### config.mk
export PLATFORM = sky130hd
export DESIGN_NAME = led_pulse_stretcher
export DESIGN_NICKNAME = d
export VERILOG_FILES = /design/src/rtl/led_pulse_stretcher.sv
export SDC_FILE = /design/constraint.sdc
export NUM_CORES = 1
export LEC_CHECK = 0
export CORE_MARGIN = 2
export CORE_UTILIZATION = 40
export DETAILED_ROUTE_END_ITERATION = 8
export PLACE_DENSITY = 0.6
export SLEW_MARGIN = 40
export SYNTH_ARGS = -nofsm -noshare
export SYNTH_HDL_FRONTEND = slang
export SYNTH_SLANG_ARGS = --single-unit
### constraint.sdc
create_clock -name clk -period 2.47 [get_ports clk]
set_clock_uncertainty 0.2 [all_clocks]
set_input_delay 0.494 -clock clk [delete_from_list [all_inputs] [get_ports clk]]
set_output_delay 0.494 -clock clk [all_outputs]
set_load 0.1 [all_outputs]
### src/rtl/led_pulse_stretcher.sv
`default_nettype none
// ============================================================================
// Module   : led_pulse_stretcher
// Purpose  : Stretches short internal events into visible LED blinks (fixed
//            ON time, fixed OFF gap); events arriving mid-blink are queued.
// Revision : 1.0  initial release
// ============================================================================
module led_pulse_stretcher #(
    parameter logic        ACTIVE_LEVEL = 1'b1,
    parameter logic [18:0] CNT_ON       = 19'h3D090,
    parameter logic [18:0] CNT_OFF      = 19'h3D090,
    parameter int          PEND_W       = 3
) (
    input  logic              clk,
    input  logic              rst_n,
    input  logic              i_event,
    output logic              o_led,
    output logic              o_busy,
    output logic [PEND_W-1:0] o_pending,
    output logic              o_drop
);

    localparam logic [PEND_W-1:0] c_MAX_PEND = '1;

    typedef enum logic [1:0] {
        ST_IDLE = 2'd0,
        ST_ON   = 2'd1,
        ST_OFF  = 2'd2
    } state_t;

    state_t            r_state;
    logic [18:0]       r_cnt;
    logic [PEND_W-1:0] r_pend;
    logic              r_event_q;
    logic              r_led;
    logic              r_drop;

    logic w_ev;
    logic w_off_done;
    logic w_start_ev;
    logic w_start_pend;
    logic w_inc;
    logic w_dec;

    assign w_ev       = i_event & ~r_event_q;
    assign w_off_done = (r_state == ST_OFF) && (r_cnt == CNT_OFF);

    // A blink may only start from IDLE or at the end of an OFF gap; queued
    // events take priority over a fresh one at the end of a gap.
    always_comb begin
        w_start_ev   = 1'b0;
        w_start_pend = 1'b0;
        case (r_state)
            ST_IDLE: begin
                if (w_ev)
                    w_start_ev = 1'b1;
                else if (r_pend != '0)
                    w_start_pend = 1'b1;
            end
            ST_OFF: begin
                if (w_off_done) begin
                    if (r_pend != '0)
                        w_start_pend = 1'b1;
                    else if (w_ev)
                        w_start_ev = 1'b1;
                end
            end
            default: ;
        endcase
    end

    assign w_inc = w_ev & ~w_start_ev;
    assign w_dec = w_start_pend;

    always_ff @(posedge clk or negedge rst_n) begin
        if (!rst_n) begin
            r_state   <= ST_IDLE;
            r_cnt     <= '0;
            r_pend    <= '0;
            r_event_q <= 1'b0;
            r_led     <= ~ACTIVE_LEVEL;
            r_drop    <= 1'b0;
        end else begin
            r_event_q <= i_event;
            r_drop    <= 1'b0;

            if (w_inc && !w_dec) begin
                if (r_pend == c_MAX_PEND)
                    r_drop <= 1'b1;
                else
                    r_pend <= r_pend + 1'b1;
            end else if (w_dec && !w_inc) begin
                r_pend <= r_pend - 1'b1;
            end

            case (r_state)
                ST_IDLE: begin
                    r_cnt <= '0;
                    if (w_start_ev || w_start_pend) begin
                        r_state <= ST_ON;
                        r_led   <= ACTIVE_LEVEL;
                    end else begin
                        r_led   <= ~ACTIVE_LEVEL;
                    end
                end
                ST_ON: begin
                    if (r_cnt == CNT_ON) begin
                        r_state <= ST_OFF;
                        r_cnt   <= '0;
                        r_led   <= ~ACTIVE_LEVEL;
                    end else begin
                        r_cnt   <= r_cnt + 19'd1;
                    end
                end
                ST_OFF: begin
                    if (w_off_done) begin
                        r_cnt <= '0;
                        if (w_start_ev || w_start_pend) begin
                            r_state <= ST_ON;
                            r_led   <= ACTIVE_LEVEL;
                        end else begin
                            r_state <= ST_IDLE;
                        end
                    end else begin
                        r_cnt <= r_cnt + 19'd1;
                    end
                end
                default: begin
                    r_state <= ST_IDLE;
                    r_cnt   <= '0;
                    r_led   <= ~ACTIVE_LEVEL;
                end
            endcase
        end
    end

    assign o_led     = r_led;
    assign o_busy    = (r_state != ST_IDLE) || (r_pend != '0);
    assign o_pending = r_pend;
    assign o_drop    = r_drop;

endmodule
`default_nettype wire

# After elaboration in Yosys (flattened, before gate mapping)
# Index checks and enable logic that the tools add are counted.
# totals
ff_bits	27
in_bits	3
out_inout_bits	6
word_cells	62
# op_classes
add_sub_neg	3
n_eq_ne	9
mux	26
bitwise_logic	4
reduce_logical	14
# op_table
operator	n
19-bit 2-to-1 mux	2
19-bit one-hot mux with 2 select lines	1
19-bit by 1-bit adder with 19-bit output, second input constant	1
19-bit by 18-bit equality test with 1-bit output, second input constant	1
1-bit 2-to-1 mux	13
3-bit 2-to-1 mux	3
2-bit != test, second input constant	4
2-bit 2-to-1 mux	3
2-bit one-hot mux with 3 select lines	1
3-bit AND reduction	2
1-bit one-hot mux with 2 select lines	2
2-bit nonzero test	2
3-bit by 1-bit adder with 3-bit output, second input constant	1
3-bit equality test, second input constant	1
1-bit logical AND	3
1-bit one-hot mux with 3 select lines	1
3-bit nonzero test	1
3-bit by 1-bit subtractor with 3-bit output, second input constant	1
1-bit AND	2
2-bit by 1-bit equality test with 1-bit output, second input constant	1
2-bit equality test, second input constant	1
1-bit logical NOT	2
2-bit logical NOT	1
1-bit logical OR	2
other kinds (3)	4

# Depth between registers and ports, before layout
# Gate-level depths: netlist of the first run.
# logic_depth
depth_word	12
ltp_mapped	11
depth_no_buf	11

# Worst setup path before layout of the first run
# OpenSTA, ideal clock, no wires.
# synth_path
path_type	register to output
start	register r_pend[0] (netlist: o_pending[0])
end	output o_busy
t_arrival_ns	2.047
t_required_ns	1.776
slack_ns	-0.271
stages_incl_launch_ff	4
path_buffers	1
path_cell_list	dfrtp_1 > buf_2 > nor3_1 > nand2_1
# synth_between
elab_chain_len	2
# synth_rtl
item	line_no	rtl
start: declaration	33	logic [PEND_W-1:0] r_pend;
start signal: assignment	91	r_pend <= r_pend + 1'b1;
start signal: assignment	93	r_pend <= r_pend - 1'b1;
3-bit nonzero test	138	assign o_busy = (r_state != ST_IDLE) || (r_pend != '0);
1-bit logical OR	138	
end: declaration	18	output logic o_busy,
# No other way between the ends.

# Worst setup path after layout of the first run
# layout_path
start	register r_cnt[0]
end	register r_pend[2] (netlist: o_pending[2])
# layout_between
elab_chain_len	10
elab_cells_between_ends	16
classes_between	eq/ne: 2; mux: 5; bitwise: 2; reduce/logical: 7
# layout_rtl
item	line_no	rtl
start: declaration	32	logic [18:0] r_cnt;
start signal: assignment	112	r_cnt <= r_cnt + 19'd1;
start signal: assignment	125	r_cnt <= r_cnt + 19'd1;
19-bit by 18-bit equality test with 1-bit output (*)	46	assign w_off_done = (r_state == ST_OFF) && (r_cnt == CNT_OFF);
1-bit logical AND (*)	46	
1-bit 2-to-1 mux	61	if (w_off_done) begin
1-bit one-hot mux with 2 select lines	53	case (r_state)
1-bit NOT	72	assign w_inc = w_ev & ~w_start_ev;
1-bit AND	72	
1-bit logical NOT	92	end else if (w_dec && !w_inc) begin
1-bit logical AND	92	
2-bit nonzero test (no line)	-	
2-bit AND reduction (no line)	-	
# Mark *: on every way between the ends. The rest lies on a longest branch, timed or not.
# A chain may end at the register's enable or synchronous reset.

==> impl_metrics.env, run 1 <==
export IMPL_run_status="complete, no violations"
export IMPL_worst_hold_path_type="in2async"
export IMPL_num_io_pins=9
export IMPL_p_leak_nw=0.8733
export IMPL_dieArea_um2=4433
export IMPL_wl_um=3095
export IMPL_crit_type="reg2reg"
export IMPL_ant_nets=0
export IMPL_comb_power_share_pct=6.4
export IMPL_cap_violations=0
export IMPL_post_route_min_period_ns=2.433
export IMPL_crit_cells=11
export IMPL_worstSetupEndpoint="o_pending[2]"
export IMPL_ir_drop_mv=0.2189
export IMPL_setup_tns_final_ns=0
export IMPL_setup_worst_path_start_class="register"
export IMPL_cts_tree="done"
export IMPL_critPathMaxFanout=4
export IMPL_cp_cell_sequence="inv_2, ha_4, and4bb_2, nand4_4, nor3_4, nor3_4, clkinv_2, fa_2, nor3b_2, o211ai_1, nand3_2"
export IMPL_num_fill_cells=355
export IMPL_path_delay_family="simple AND/OR/NAND/NOR gates"
export IMPL_overflow=0
export IMPL_r2r_end="o_pending[2]"
export IMPL_finalHoldViolations=0
export IMPL_cts_buffer_depth=2
export IMPL_synth_fp_nets=169
export IMPL_seqCellArea_um2=680.7
export IMPL_antenna_diode_count=0
export IMPL_vias=1199
export IMPL_hpwl_um=2238
export IMPL_switching_power_w=0.0001786
export IMPL_startpoint="r_cnt[0]"
export IMPL_die_h_um=66.58
export IMPL_p_int_w=0.0005734
export IMPL_reg2reg_slack_ns=0.04
export IMPL_synthDistinctLibCells=38
export IMPL_rr_worst_depth=11
export IMPL_cp_end_kind="register"
export IMPL_nNetsFinal=195
export IMPL_place_congestion=0.7384
export IMPL_grt_pass1_wl_um=5361
export IMPL_ctsRootBufferMaster="clkbuf_8"
export IMPL_clk_latency_ns=0.27
export IMPL_period_share_pct=98.52
export IMPL_power_density_nw_per_um2=394.1
export IMPL_drt_iter0_drc=93
export IMPL_synth_cells=159
export IMPL_yosysWarningCount=0
export IMPL_numCtsBuffers=3
export IMPL_initial_core_util_pct=42.15
export IMPL_slowest_delay_ns=0.44
export IMPL_die_w_um=66.58
export IMPL_rsz0062_at_grt="yes"
export IMPL_coreArea_um2=3716
export IMPL_seq_area_frac_synth_pct=43.13
export IMPL_drt_pass1_iter_count=4
export IMPL_clock_sinks=27
export IMPL_synth_seq_cells=27
export IMPL_pwr_share_seq_pct=59.4
export IMPL_port_buffer_count=8
export IMPL_syn_avg_cell_area_um2=9.852
export IMPL_grt_pass1_vias=1183
export IMPL_tightest_slew_ns=0.3901
export IMPL_grt_max_degree=21
export IMPL_wl_per_cell_um=13.34
export IMPL_htree_levels=1
export IMPL_crit_top_cell="nor3_4"
export IMPL_antenna_found_initial=0
export IMPL_area_growth_pct=21.81
export IMPL_clkPwrFrac_pct=34.2
export IMPL_drc_errors=0
export IMPL_path_buf_inv=2
export IMPL_cp_data_arrival_time_ns=2.45
export IMPL_clk_pin_slew_ns=0.10
export IMPL_rows=22
export IMPL_cp_data_required_time_ns=2.49
export IMPL_track_usage_pct=15.81
export IMPL_switching_share_pct=23.75
export IMPL_drv_slew=0
export IMPL_fmax_mhz=410.9
export IMPL_synthesis_area_um2=1567
export IMPL_setup_viol=0
export IMPL_hold_slack_ns=0.2975
export IMPL_cts_hold_buf=0
export IMPL_crit_slowest_cell="fa_2"
export IMPL_maxSlewHeadroom_pct=73.91
export IMPL_reg2reg_from="r_cnt[0]"
export IMPL_multi_input_area_um2=888.4
export IMPL_routed_via_density=5.168
export IMPL_drive_gt1_share_pct=29.35
[flip-flops by register name, indices dropped and copies added (netlist names)]
name       count
o_pending      3
r_state        2
r_cnt         19
o_led          1
o_drop         1
r_event_q      1
[logic make-up after synthesis]
kind of cell,count (synthesis),synth area share (%)
XOR/XNOR,18,10.06
buffers and inverters,11,3.115
adder cells (fa/ha/maj),8,6.949
AND/OR/NAND/NOR,75,28.59
AO/OA/AOI/OAI,20,8.147
flip-flops,27,43.13
[layout by cell type (no fill, tap or decap), types with 3 or more instances in the layout]
master / count
dfrtp_1: 23
inv_1: 4
nand2_1: 12
nor3_1: 3
o21ai_0: 6
and3_1: 5
nor2_1: 27
ha_1: 5
nand3_1: 9
xor2_1: 10
dfrtp_2: 4
buf_4: 22
xnor2_1: 8
a21oi_1: 4
clkbuf_8: 3
[cell type report]
class	instances	area share (%)
Multi-Input combinational cell	121	46.56
Timing Repair Buffer	25	10.75
Tap cell	48	3.148
Clock inverter	1	0.2623
Inverter	7	1.443
Sequential cell	27	35.67
Clock buffer	3	2.164
[metrics by stage]
step                total power (W)  util, %  instances  worst slack, ns  area, um^2
global route              0.0007802    51.35        232         -0.09584        1908
global placement          0.0005027    47.85        223          -0.2042        1778
finish                    0.0007521    51.35        232          0.03657        1908
CTS                       0.0007590    49.09        227          0.01210        1824
detailed placement        0.0005036    47.85        223          -0.2725        1778
floorplan                 0.0004811        -        159          0.05427        1572
[worst reg2reg max path, delay by kind of cell (launching register included)]
family          cells  cell delay [ns]
buf+inv             2             0.16
simple gates        6             0.90
flops               1             0.39
fa+ha+maj           2             0.59
compound gates      1             0.14
[worst min path at each step]
stage / cells after the start / startpoint / to / slack, ns
floorplan: 0 / rst_n / o_drop / -0.002
global placement: 2 / o_led / o_led / 0.30
global route: 1 / rst_n / r_event_q / 0.32
detailed placement: 2 / o_led / o_led / 0.31
CTS: 1 / rst_n / r_event_q / 0.31
finish: 1 / rst_n / r_event_q / 0.30
[layer usage]
metal | vias up | track usage (%) | share of wire (%)
met5 | - | 0 | 0
met4 | 0 | 4.337 | 0.87
met3 | 2 | 3.547 | 2.2
met2 | 10 | 26.13 | 49
met1 | 596 | 20.79 | 48
li1 | 591 | - | -
[power groups by stage]
stage                     Clock (W)  Sequential [W]  Combinational (W)
after global routing       0.000279        0.000448          0.0000529
after detailed placement          0        0.000456          0.0000479
final                      0.000257        0.000447          0.0000481
after global placement            0        0.000456          0.0000470
after floorplan                   0        0.000467          0.0000137
after CTS                  0.000264        0.000447          0.0000480
[cell usage after synthesis (all sizes together)]
cell / instances / area, um^2
a21o: 2 / 16.27
a21oi: 4 / 20.02
a221o: 1 / 10.01
a22o: 1 / 8.760
a31oi: 2 / 12.51
and3: 5 / 31.28
and4: 2 / 18.77
and4bb: 1 / 12.51
buf: 3 / 17.52
clkbuf: 1 / 3.750
clkinv: 1 / 5.000
dfrtp: 27 / 675.7
fa: 1 / 20.02
ha: 6 / 75.07
inv: 6 / 22.52
maj3: 1 / 13.76
nand2: 14 / 55.06
nand2b: 1 / 6.260
nand3: 10 / 50.05
nand4: 3 / 33.78
nor2: 27 / 101.4
nor3: 7 / 67.56
nor3b: 2 / 15.01
nor4b: 2 / 47.55
o211ai: 2 / 15.01
o21ai: 6 / 30.03
o22ai: 1 / 6.260
o2bb2ai: 1 / 8.760
or2b: 1 / 8.760
xnor2: 8 / 70.07
xor2: 10 / 87.58
[what timing repair did]
action	CTS	global route
endpoints found under the setup margin	0	2
buffers inserted	0	5
gates resized for setup	0	12
Power figures use the tool's default switching activity.
==> inputs of run 2 (changes only) <==
- clock period: 2.47 -> 2.2 ns (I/O delays scaled with it)
==> run 2 against run 1 <==
The flow now finishes with violations (negative setup slack). Sequential cell count stayed put. Sequential power grew 12%. Sequential share of layout area is 3.4 points lower. First-iteration DRC count is 57% lower. Non-clock buffer count increased by 19. Global-route usage up 1.0 points. Via count increased by 1.8%. Critical path type unchanged. Critical endpoint is now o_pending[1]. Largest cell class unchanged. Highest routed layer unchanged.
==> impl_metrics.env, run 2 (same netlist as run 1, synthesis figures left out) <==
export IMPL_run_status="complete, but fails checks"
export IMPL_violations="negative setup slack"
export IMPL_crit_type="reg2reg"
export IMPL_cts_tree="done"
export IMPL_ctsRootBufferMaster="clkbuf_8"
export IMPL_place_congestion=0.7653
export IMPL_rsz0062_at_grt="yes"
export IMPL_rows=22
export IMPL_use_met1_pct=21.32
export IMPL_ir_drop_mv=0.3261
export IMPL_wl_per_cell_um=12.74
export IMPL_finalHoldViolations=0
export IMPL_numCtsBuffers=3
export IMPL_drt_pass1_iter_count=4
export IMPL_final_area_um2=2113
export IMPL_grt_pass1_wl_um=5678
export IMPL_cp_cell_sequence="inv_2, ha_2, and4bb_2, nand4_4, nor3_4, nor3_4, clkinv_2, fa_2, o211ai_1, nand3_1"
export IMPL_crit_top_cell="nor3_4"
export IMPL_cts_hold_buf=0
export IMPL_nNetsFinal=214
export IMPL_seqCellArea_um2=681.9
export IMPL_cp_end_kind="register"
export IMPL_worst_hold_path_type="in2async"
export IMPL_antenna_diode_count=0
export IMPL_num_fill_cells=335
export IMPL_critPathMaxFanout=2
export IMPL_place_area_um2=2002
export IMPL_cap_violations=0
export IMPL_cp_data_arrival_time_ns=2.24
export IMPL_die_w_um=66.58
export IMPL_overflow=0
export IMPL_die_h_um=66.58
export IMPL_drive_gt1_share_pct=36.95
export IMPL_cts_buffer_depth=2
export IMPL_largest_reg_flops=19
export IMPL_hold_slack_ns=0.3271
export IMPL_crit_slowest_cell="fa_2"
export IMPL_multi_input_area_um2=895.9
export IMPL_grt_pass1_vias=1269
export IMPL_p_leak_nw=0.9911
export IMPL_fin_util_pct=56.87
export IMPL_vias=1220
export IMPL_fmax_mhz=437.6
export IMPL_clk_latency_ns=0.28
export IMPL_track_usage_pct=16.86
export IMPL_coreArea_um2=3716
export IMPL_num_io_pins=9
export IMPL_setup_viol=2
export IMPL_post_route_min_period_ns=2.285
export IMPL_ant_nets=0
export IMPL_gr_usage_met2_pct=28.88
export IMPL_gr_max_usage_layer="met2"
export IMPL_antenna_found_initial=0
export IMPL_dieArea_um2=4433
export IMPL_period_share_pct=103.9
export IMPL_drv_slew=0
export IMPL_setup_tns_final_ns=-0.1680
export IMPL_clock_sinks=27
export IMPL_layout_common_cells="buf_4 (36), nor2_1 (26), dfrtp_1 (24), nand2_1 (12), xor2_1 (10)"
export IMPL_largest_register="r_cnt"
export IMPL_drt_iter0_drc=40
export IMPL_slowest_delay_ns=0.43
export IMPL_drc_errors=0
export IMPL_initial_core_util_pct=42.15
export IMPL_hpwl_um=2389
export IMPL_maxSlewHeadroom_pct=75.35
export IMPL_cp_data_required_time_ns=2.15
export IMPL_clk_pin_slew_ns=0.10
export IMPL_grt_max_degree=28
export IMPL_htree_levels=1
export IMPL_setup_slack_ns=-0.08533
export IMPL_area_growth_pct=34.90
export IMPL_setup_worst_path_start_class="register"
export IMPL_wl_um=3198
export IMPL_use_met3_pct=2.703
export IMPL_final_common_cell="buf_4"
export IMPL_tightest_slew_ns=0.3669
export IMPL_routed_via_density=4.861
export IMPL_port_buffer_count=8
export IMPL_power_density_nw_per_um2=401.9
[run 2: final cells by class]
| cell class | instances | share of cell area, % |
|---|---|---|
| Multi-Input combinational cell | 121 | 42.39 |
| Sequential cell | 27 | 32.27 |
| Timing Repair Buffer | 44 | 19.01 |
| Tap cell | 48 | 2.842 |
| Clock buffer | 3 | 1.954 |
| Inverter | 7 | 1.303 |
| Clock inverter | 1 | 0.2368 |
[run 2: layer usage]
metal	vias up	part of all wire [%]
met2	5	50
met4	0	0.72
met3	2	1.5
li1	631	-
met1	582	48
met5	-	0
[run 2: report_power, final]
part	switching [W]	leakage, nW	internal (W)
clock network	0.000161	0.0255	0.000127
registers	0.000000924	0.333	0.000499
logic	0.0000389	0.633	0.0000223
total	0.000201	0.991	0.000648
[run 2: final timing paths]
check / startpoint / to / slack (ns) / cells after the start
hold reg to reg: o_led / o_led / 0.33 / 2
max in group asynchronous: rst_n / o_pending[0] / 1.17 / 2
min in group clk: o_led / o_led / 0.33 / 2
hold / removal: rst_n / r_cnt[3] / 0.33 / 2
setup reg to reg: r_cnt[0] / o_pending[1] / -0.09 / 10
setup / recovery: r_cnt[0] / o_pending[1] / -0.09 / 10
[run 2: timing repair]
item,4_1_cts,5_1_grt
setup endpoints to repair,2,18
pin swaps,1,4
gates resized for setup,4,9
cloned,0,0
buffers inserted,1,2
[run 2: metrics by stage]
stage | power [W] | cells | setup slack, ns
3_5_place_dp | 0.0005698 | 244 | -0.4078
2_1_floorplan | 0.0005410 | 159 | -0.1408
3_3_place_gp | 0.0005691 | 244 | -0.3528
4_1_cts | 0.0008692 | 249 | -0.1052
6_report | 0.0008493 | 251 | -0.08533
5_1_grt | 0.0008866 | 251 | -0.1971
[run 2: critical path: cells and delay by family (launching register included)]
family,cells,cell delay (ns)
buffers and inverters,2,0.12
adder cells (fa/ha/maj),2,0.58
AND/OR/NAND/NOR,5,0.78
AO/OA/AOI/OAI,1,0.09
flip-flops,1,0.40
